File: config.mk
export PLATFORM = sky130hd
export DESIGN_NAME = fan_speed_ctrl
export DESIGN_NICKNAME = d
export VERILOG_FILES = /design/src/rtl/fan_speed_ctrl.sv
export SDC_FILE = /design/constraint.sdc
export NUM_CORES = 1
export LEC_CHECK = 0
export CAP_MARGIN = 20
export CORE_AREA = 5 5 85 87
export CTS_CLUSTER_DIAMETER = 150
export DETAILED_ROUTE_END_ITERATION = 7
export DIE_AREA = 0 0 90 92
export GPL_ROUTABILITY_DRIVEN = 0
export PLACE_DENSITY = 0.9
export SETUP_SLACK_MARGIN = 0.4
export SYNTH_ARGS = -nofsm -noshare
export SYNTH_HDL_FRONTEND = slang
export SYNTH_SLANG_ARGS = --single-unit
File: constraint.sdc
create_clock -name clk -period 5.2 [get_ports clk]
set_input_delay 0.78 -clock clk [delete_from_list [all_inputs] [get_ports clk]]
set_output_delay 0.78 -clock clk [all_outputs]
set_load 0.1 [all_outputs]
File: src/rtl/fan_speed_ctrl.sv
// Fan duty sequencer: derives a target duty from temperature or a manual request,
// then drives the PWM duty through OFF -> full-duty KICK -> rate-limited RUN.
module fan_speed_ctrl #(
    parameter logic [7:0] T_LOW        = 8'd25,
    parameter logic [7:0] T_HIGH       = 8'd40,
    parameter logic [7:0] HYST         = 8'd2,
    parameter logic [7:0] SPD_MIN      = 8'd64,
    parameter logic [7:0] SPD_MAX      = 8'd255,
    parameter logic [7:0] STEP_PER_DEG = 8'd8,
    parameter int         RAMP_DIV     = 256,
    parameter logic [7:0] RAMP_STEP    = 8'd1,
    parameter int         KICK_CYC     = 50000
) (
    input  logic       arst,
    input  logic       clk,
    input  logic [7:0] temp,
    input  logic       temp_valid,
    input  logic       manual_en,
    input  logic [7:0] manual_speed,
    output logic [7:0] speed,
    output logic       fan_on,
    output logic       kicking,
    output logic       at_target
);

    localparam int PW = (RAMP_DIV > 1) ? $clog2(RAMP_DIV) : 1;
    localparam int KW = (KICK_CYC > 1) ? $clog2(KICK_CYC) : 1;
    localparam logic [PW-1:0] PRE_MAX   = PW'(RAMP_DIV - 1);
    localparam logic [KW-1:0] KICK_LOAD = KW'(KICK_CYC - 1);
    localparam logic [7:0]    T_OFF     = (T_LOW > HYST) ? T_LOW - HYST : 8'd0;

    typedef enum logic [1:0] {ST_OFF, ST_KICK, ST_RUN} state_t;

    state_t        state_q, state_d;
    logic [7:0]    temp_q;
    logic [7:0]    target_q, target_d;
    logic [7:0]    speed_q, speed_d;
    logic [PW-1:0] presc_q, presc_d;
    logic [KW-1:0] kick_cnt_q, kick_cnt_d;
    logic          fan_on_q, fan_on_d;
    logic          kicking_q, kicking_d;

    logic [17:0]   over_deg;
    logic [17:0]   duty_calc;
    logic [7:0]    auto_duty;
    logic [7:0]    man_duty;
    logic          auto_on;
    logic          tick;
    logic [7:0]    ramp_next;

    // NOTE: defaults are assigned first so no path through the block leaves a variable unassigned (no latch).
    always_comb begin
        over_deg  = '0;
        if (temp_q >= T_LOW) begin
            over_deg = {10'd0, temp_q - T_LOW};
        end
        duty_calc = {10'd0, SPD_MIN} + over_deg * {10'd0, STEP_PER_DEG};
        if (temp_q >= T_HIGH || duty_calc > {10'd0, SPD_MAX}) begin
            auto_duty = SPD_MAX;
        end else begin
            auto_duty = duty_calc[7:0];
        end

        // Hysteresis: turn-on at T_LOW, turn-off only below the saturated T_LOW-HYST.
        if (target_q == 8'd0) begin
            auto_on = (temp_q >= T_LOW);
        end else begin
            auto_on = (temp_q >= T_OFF);
        end

        man_duty = (manual_speed < SPD_MIN) ? SPD_MIN : manual_speed;
        if (man_duty > SPD_MAX) begin
            man_duty = SPD_MAX;
        end

        target_d = 8'd0;
        if (manual_en) begin
            if (manual_speed != 8'd0) begin
                target_d = man_duty;
            end
        end else if (auto_on) begin
            target_d = auto_duty;
        end
    end

    assign tick = (state_q == ST_RUN) && (presc_q == PRE_MAX);

    // Next-state logic: FSM transitions, kick countdown and ramp prescaler.
    always_comb begin
        state_d    = state_q;
        kick_cnt_d = kick_cnt_q;
        presc_d    = '0;
        case (state_q)
            ST_OFF: begin
                if (target_q != 8'd0) begin
                    state_d    = ST_KICK;
                    kick_cnt_d = KICK_LOAD;
                end
            end
            ST_KICK: begin
                if (target_q == 8'd0 || kick_cnt_q == '0) begin
                    state_d = ST_RUN;
                end else begin
                    kick_cnt_d = kick_cnt_q - KW'(1);
                end
            end
            ST_RUN: begin
                if (target_q == 8'd0 && speed_q == 8'd0) begin
                    state_d = ST_OFF;
                end
            end
            default: state_d = ST_OFF;
        endcase
        if (state_q == ST_RUN && state_d == ST_RUN) begin
            presc_d = tick ? '0 : presc_q + PW'(1);
        end
    end

    // Ramp step toward target; clamps to target so it never overshoots or wraps.
    always_comb begin
        ramp_next = speed_q;
        if (speed_q < target_q) begin
            ramp_next = (target_q - speed_q < RAMP_STEP) ? target_q : speed_q + RAMP_STEP;
        end else if (speed_q > target_q) begin
            ramp_next = (speed_q - target_q < RAMP_STEP) ? target_q : speed_q - RAMP_STEP;
        end
    end

    // Registered outputs derive from the next state so they line up with speed.
    always_comb begin
        speed_d   = speed_q;
        fan_on_d  = (state_d != ST_OFF);
        kicking_d = (state_d == ST_KICK);
        case (state_d)
            ST_OFF:  speed_d = 8'd0;
            ST_KICK: speed_d = SPD_MAX;
            default: speed_d = tick ? ramp_next : speed_q;
        endcase
    end

    // NOTE: sequential state uses non-blocking assignments so every register samples pre-edge values.
    always_ff @(posedge clk or negedge arst) begin
        if (!arst) begin
            state_q    <= ST_OFF;
            temp_q     <= 8'd0;
            target_q   <= 8'd0;
            speed_q    <= 8'd0;
            presc_q    <= '0;
            kick_cnt_q <= '0;
            fan_on_q   <= 1'b0;
            kicking_q  <= 1'b0;
        end else begin
            state_q    <= state_d;
            if (temp_valid) begin
                temp_q <= temp;
            end
            target_q   <= target_d;
            speed_q    <= speed_d;
            presc_q    <= presc_d;
            kick_cnt_q <= kick_cnt_d;
            fan_on_q   <= fan_on_d;
            kicking_q  <= kicking_d;
        end
    end

    assign speed     = speed_q;
    assign fan_on    = fan_on_q;
    assign kicking   = kicking_q;
    assign at_target = (speed_q == target_q) && (state_q == ST_RUN);

endmodule

==> impl_metrics.toml, run 1 <==
[clock_network]
cts_buffer_depth = 2
cts_tree = "done"
insertion_delay_ns = 0.30
clk_pin_slew_ns = 0.09
root_buffer = "clkbuf_8"
post_cts_buffers = 0
cts_resized = 0
clock_sink_count = 52
h-tree-depth = 2
hold_buffers = 0
cts_buffers = 5

[cells_and_area]
syn2layout_area_growth_pct = 10.6
regArea_um2 = 1300
multi_input_area_um2 = 2290
post-route-util = 0.670
fin_area_um2 = 4210
final_cells = 530
drive_gt1_frac = 0.0662
nNetsFinal = 499
n_fill_cell = 472
antennaDiodeCount = 0

[timing]
holdWs_ns = 0.510
tns_ns = 0
slew_headroom = 0.320
fin_skew_ns = 0.0107
setup_violations = 0
tightest_slew_ns = 1.02
min_period_ns = 3.87
rsz0062_at_grt = "false"
fmax_mhz = 259
final.setup.worst_slack_ns = 1.33
finalHoldViolCount = 0
period_share = 0.744
drv_slew = 0

[logic_synthesis]
ys_seq_area_frac = 0.342
synth_ff_type = "dfrtp_1"
yosys-top-cells-area = "dfrtp_1 (34%), ha_1 (7.9%), xnor2_1 (5.1%)"
yosysMostFrequentCell = "dfrtp_1"
synth_common_cells = "dfrtp_1 (52), nor2_1 (34), inv_1 (30), nand2_1 (29)"
syn_area_per_cell_um2 = 8.76
yosys_warnings = 0
synth_fp_nets = 479
synth-seq-cells = 52
synth.top_cell.area_share = 0.342
syn_inst = 434
synth.distinct_cells = 59
synth.largest_area_cell = "dfrtp_1"
ys_async_sr_fraction = 1.00
syn-cell-area_um2 = 3800
synth_edf_count = 0

[placement]
dpl.cell_count = 524
portBuffers = 30
hpwl_um = 6950
postPlaceCellArea_um2 = 4110
place_ws_ns = 1.68

[route]
drt_iter0_markers = 293
final_antenna_net_count = 0
viasPerCell = 6.49
drt-total-wl_um = 9270
routed-via-count = 3442
dr.pass1.iters = 5
wire_per_inst_um = 17.5
drc = 0

[die]
core_um2 = 6280
ios = 31
num_rows = 29
die_width_um = 90
die_area_um2 = 8280
start_util = 0.606
dieHeight_um = 92

[worst_setup_path]
critPathLaunchType = "register"
cp_cell_sequence = "inv_1, ha_1, and3_1, nand3_1, nor2_1, clkdlybuf4s50_1"
required_ns = 4.42
crit_fanout = 15
cp_slowest_cell = "clkdlybuf4s50_1"
slowest_delay_ns = 1.13
cp-end-kind = "primary output"
critical_path_class = "reg2out"
crit_arrival_ns = 3.09

[power]
switching_share = 0.337
p_leak_nw = 1.83
p_per_area_nw_per_um2 = 262
intPower_mw = 0.730
pwr-share-comb = 0.294
switching_power_mw = 0.371
vdd_ir_drop_max_mv = 0.220
fin_total_pwr_mw = 1.10
pwr-share-seq = 0.469
p_clk_frac = 0.238

[global_route]
grt_max_degree = 53
grt_pass1_wl_um = 15000
first_global_vias = 3300
grt_overflow = 0
antenna_found_initial = 0
grt_use_total = 0.215

[min_path]
hold_path.class = "reg2reg"

[outcome]
status = "completed"

[job]
maxCapViolations = 0
[cell families after synthesis]
family | share of synthesized area
compound gates | 0.215
buf+inv | 0.0549
fa+ha+maj | 0.0842
simple gates | 0.206
mux | 0.0260
xor+xnor | 0.0714
flops | 0.342
[flip-flops by register name (all words and copies together), names as in the netlist]
| signal | cells |
|---|---|
| kick_cnt_q | 16 |
| fan_on | 1 |
| state_q | 2 |
| kicking | 1 |
| temp_q | 8 |
| target_q | 8 |
| speed | 8 |
| presc_q | 8 |
[power groups by stage]
stage | clock network [mW] | registers [mW] | logic, mW
2_1_floorplan | 0 | 0.508 | 0.242
3_3_place_gp | 0 | 0.518 | 0.301
3_5_place_dp | 0 | 0.522 | 0.315
4_1_cts | 0.266 | 0.514 | 0.319
5_1_grt | 0.280 | 0.525 | 0.358
6_report | 0.262 | 0.516 | 0.324
[routing by layer]
layer	track usage	routed length [um]	up-vias
li1	-	-	1610
met1	0.262	3820	1648
met2	0.374	4540	158
met3	0.0385	653	26
met4	0.0918	251	0
met5	0	0	-
[worst paths after layout]
| path | from | endpoint | slack (ns) | cells after the start |
|---|---|---|---|---|
| max | speed[5] | at_target | 1.33 | 6 |
| min | presc_q[0] | presc_q[0] | 0.51 | 1 |
| max reg2reg | speed[2] | speed[5] | 1.78 | 9 |
| min reg2reg | presc_q[0] | presc_q[0] | 0.51 | 1 |
| max in group asynchronous | arst | speed[1] | 4.19 | 2 |
| min in group asynchronous | arst | kick_cnt_q[9] | 0.58 | 2 |
[placed cells by master (no fill, tap or decap), drive strengths merged, types with 6 or more instances in the layout]
master          n
a21o           12
nor3           18
nand3          18
a21oi          29
o21ai          28
inv            30
nand2          29
xor2            9
or3             8
nand4           7
o221ai          6
xnor2          22
ha             24
clkdlybuf4s50  29
nor4           12
dfrtp          52
nor2           34
mux2            7
[area by class of cell]
| type | count | area share |
|---|---|---|
| inverter | 30 | 0.0268 |
| multi-input combinational | 334 | 0.545 |
| tap | 77 | 0.0229 |
| sequential | 52 | 0.309 |
| clock inverter | 1 | 0.00714 |
| timing repair buffer | 31 | 0.0720 |
| clock buffer | 5 | 0.0164 |
[worst max-delay path, delay by kind of cell, from the launching register on]
family / cells / cell delay [ns]
flops: 1 / 0.48
buf+inv: 2 / 1.26
simple gates: 3 / 0.47
fa+ha+maj: 1 / 0.56
No activity file was read; power rests on OpenSTA's default activity.
==> run 2: changes to the inputs <==
CORE_AREA = 5 5 91 93   (was 5 5 85 87)
DIE_AREA = 0 0 96 98   (was 0 0 90 92)
PLACE_DENSITY = 0.83   (was 0.9)
clock period = 3.3 ns   (was 5.2 ns; I/O delays follow)
==> run 2 against run 1 <==
Effect of this change: hold slack lost 0.24 ns; non-clock buffer count grew 10; routed wire length grew 4.0%; clock power grew 44%; global-route usage shrank 0.68 points; register-to-register slack lost 1.4 ns; power grew 59%; highest routed layer unchanged; die area grew 14%; cell count grew 7.0%; flip-flop and latch count is the same.
==> impl_metrics.toml, run 2 (synthesized netlist as in run 1, its figures left out) <==
[clock_network]
cts_buffers = 5
hold_buffers = 0
clk_pin_slew_ns = 0.10
clock_sink_count = 52
cts_tree = "done"
insertion_delay_ns = 0.31
cts_buffer_depth = 2
root_buffer = "clkbuf_8"
h-tree-depth = 2

[min_path]
hold_path.class = "in2async"

[route]
final_antenna_net_count = 0
drt_iter0_markers = 260
drt-total-wl_um = 9640
dr.pass1.iters = 5
viasPerCell = 6.19
drc = 0
wire_per_inst_um = 17.0
routed-via-count = 3507

[worst_setup_path]
slowest_delay_ns = 0.40
ff2ff_setup_slack_ns = 0.42
critical_path_class = "reg2reg"
cp-end-kind = "register"
worst-r2r-cell-count = 11
required_ns = 3.48
critPathLaunchType = "register"
crit_fanout = 6
crit_arrival_ns = 3.06
cp_slowest_cell = "dfrtp_1"
cp_cell_sequence = "inv_2, ha_4, inv_1, fa_2, a21o_1, a221oi_2, xor2_1, nand4b_4, or2_2, a211oi_1, o21ai_0"

[placement]
hpwl_um = 7190
dpl.cell_count = 555
portBuffers = 30

[global_route]
grt_use_total = 0.208
antenna_found_initial = 0
grt_max_degree = 38
grt_overflow = 0
first_global_vias = 3383
grt_pass1_wl_um = 15700

[outcome]
status = "completed"

[timing]
min_period_ns = 2.88
drv_slew = 0
holdWs_ns = 0.267
fmax_mhz = 348
tns_ns = 0
slew_headroom = 0.335
period_share = 0.872
finalHoldViolCount = 0
tightest_slew_ns = 0.994
setup_violations = 0
fin_skew_ns = 0.00848
rsz0062_at_grt = "false"

[die]
start_util = 0.511
num_rows = 32
dieHeight_um = 98
die_area_um2 = 9410
core_um2 = 7450
ios = 31
die_width_um = 96

[cells_and_area]
antennaDiodeCount = 0
final_common_cell = "dfrtp_1"
drive_gt1_frac = 0.170
post-route-util = 0.596
syn2layout_area_growth_pct = 16.7
regMostFlops = "kick_cnt_q"
mostFrequentLayoutCells = "dfrtp_1 (44), nor2_1 (33), nand2_1 (29), a21oi_1 (27), o21ai_0 (26)"
nNetsFinal = 509
largest_reg_flops = 16
final_cells = 567

[job]
maxCapViolations = 0

[power]
vdd_ir_drop_max_mv = 0.204
p_per_area_nw_per_um2 = 395
fin_total_pwr_mw = 1.76
p_leak_nw = 1.87
==> run 2: changes by cell type in the layout (fill, tap and decap cells not counted), moves of 2 or more <==
cell	previous run	this run
buf_4	1	20
clkdlybuf4s50_1	29	20
dfrtp_1	52	44
dfrtp_4	0	7
ha_1	24	19
ha_4	0	5
inv_1	30	25
inv_2	0	4
nand3_1	18	16
o21ai_0	28	26
o21ai_1	0	2
==> run 2: what timing repair did <==
item / CTS / global route
setup buffers: 1 / 3
gates resized for setup: 5 / 11
pin swaps: 1 / 2
gates cloned: 0 / 0
endpoints found under the setup margin: 4 / 8
==> run 2: final cells by class <==
type / count / area (um2)
Inverter: 30 / 115
Timing Repair Buffer: 41 / 355
Fill cell: 617 / 3010
Clock buffer: 5 / 68.8
Clock inverter: 3 / 21.3
Sequential cell: 52 / 1330
Tap cell: 102 / 128
Multi-Input combinational cell: 334 / 2420
==> run 2: critical path, delay by kind of cell (launching register included) <==
family                   cells  cell delay (ns)
AO/OA/AOI/OAI                4             0.93
AND/OR/NAND/NOR              2             0.50
adder cells (fa/ha/maj)      2             0.47
flip-flops                   1             0.40
XOR/XNOR                     1             0.31
buffers and inverters        2             0.13
==> run 2: final timing paths <==
check,from,to
hold reg to reg,presc_q[0],presc_q[0]
min in group clk,presc_q[0],presc_q[0]
setup / recovery,target_q[0],speed[6]
setup reg to reg,target_q[0],speed[6]
hold / removal,arst,speed[2]
max in group asynchronous,arst,presc_q[2]
==> run 2: power by group <==
group	switching [mW]	internal (mW)	total, mW
registers	0.0975	0.719	0.816
clock network	0.225	0.151	0.376
logic	0.318	0.244	0.562
==> run 2: layer usage <==
metal	part of all wire	global-route usage	vias up
met5	0	0	-
met4	0.034	0.0777	0
met3	0.072	0.0339	37
met2	0.49	0.337	165
met1	0.41	0.277	1668
li1	-	-	1637
==> run 2: per-stage QoR <==
stage               cell area, um2  setup slack [ns]
floorplan                     3930             0.343
global placement              4250             0.368
detailed placement            4250             0.296
CTS                           4360             0.404
global route                  4440             0.364
finish                        4440             0.423
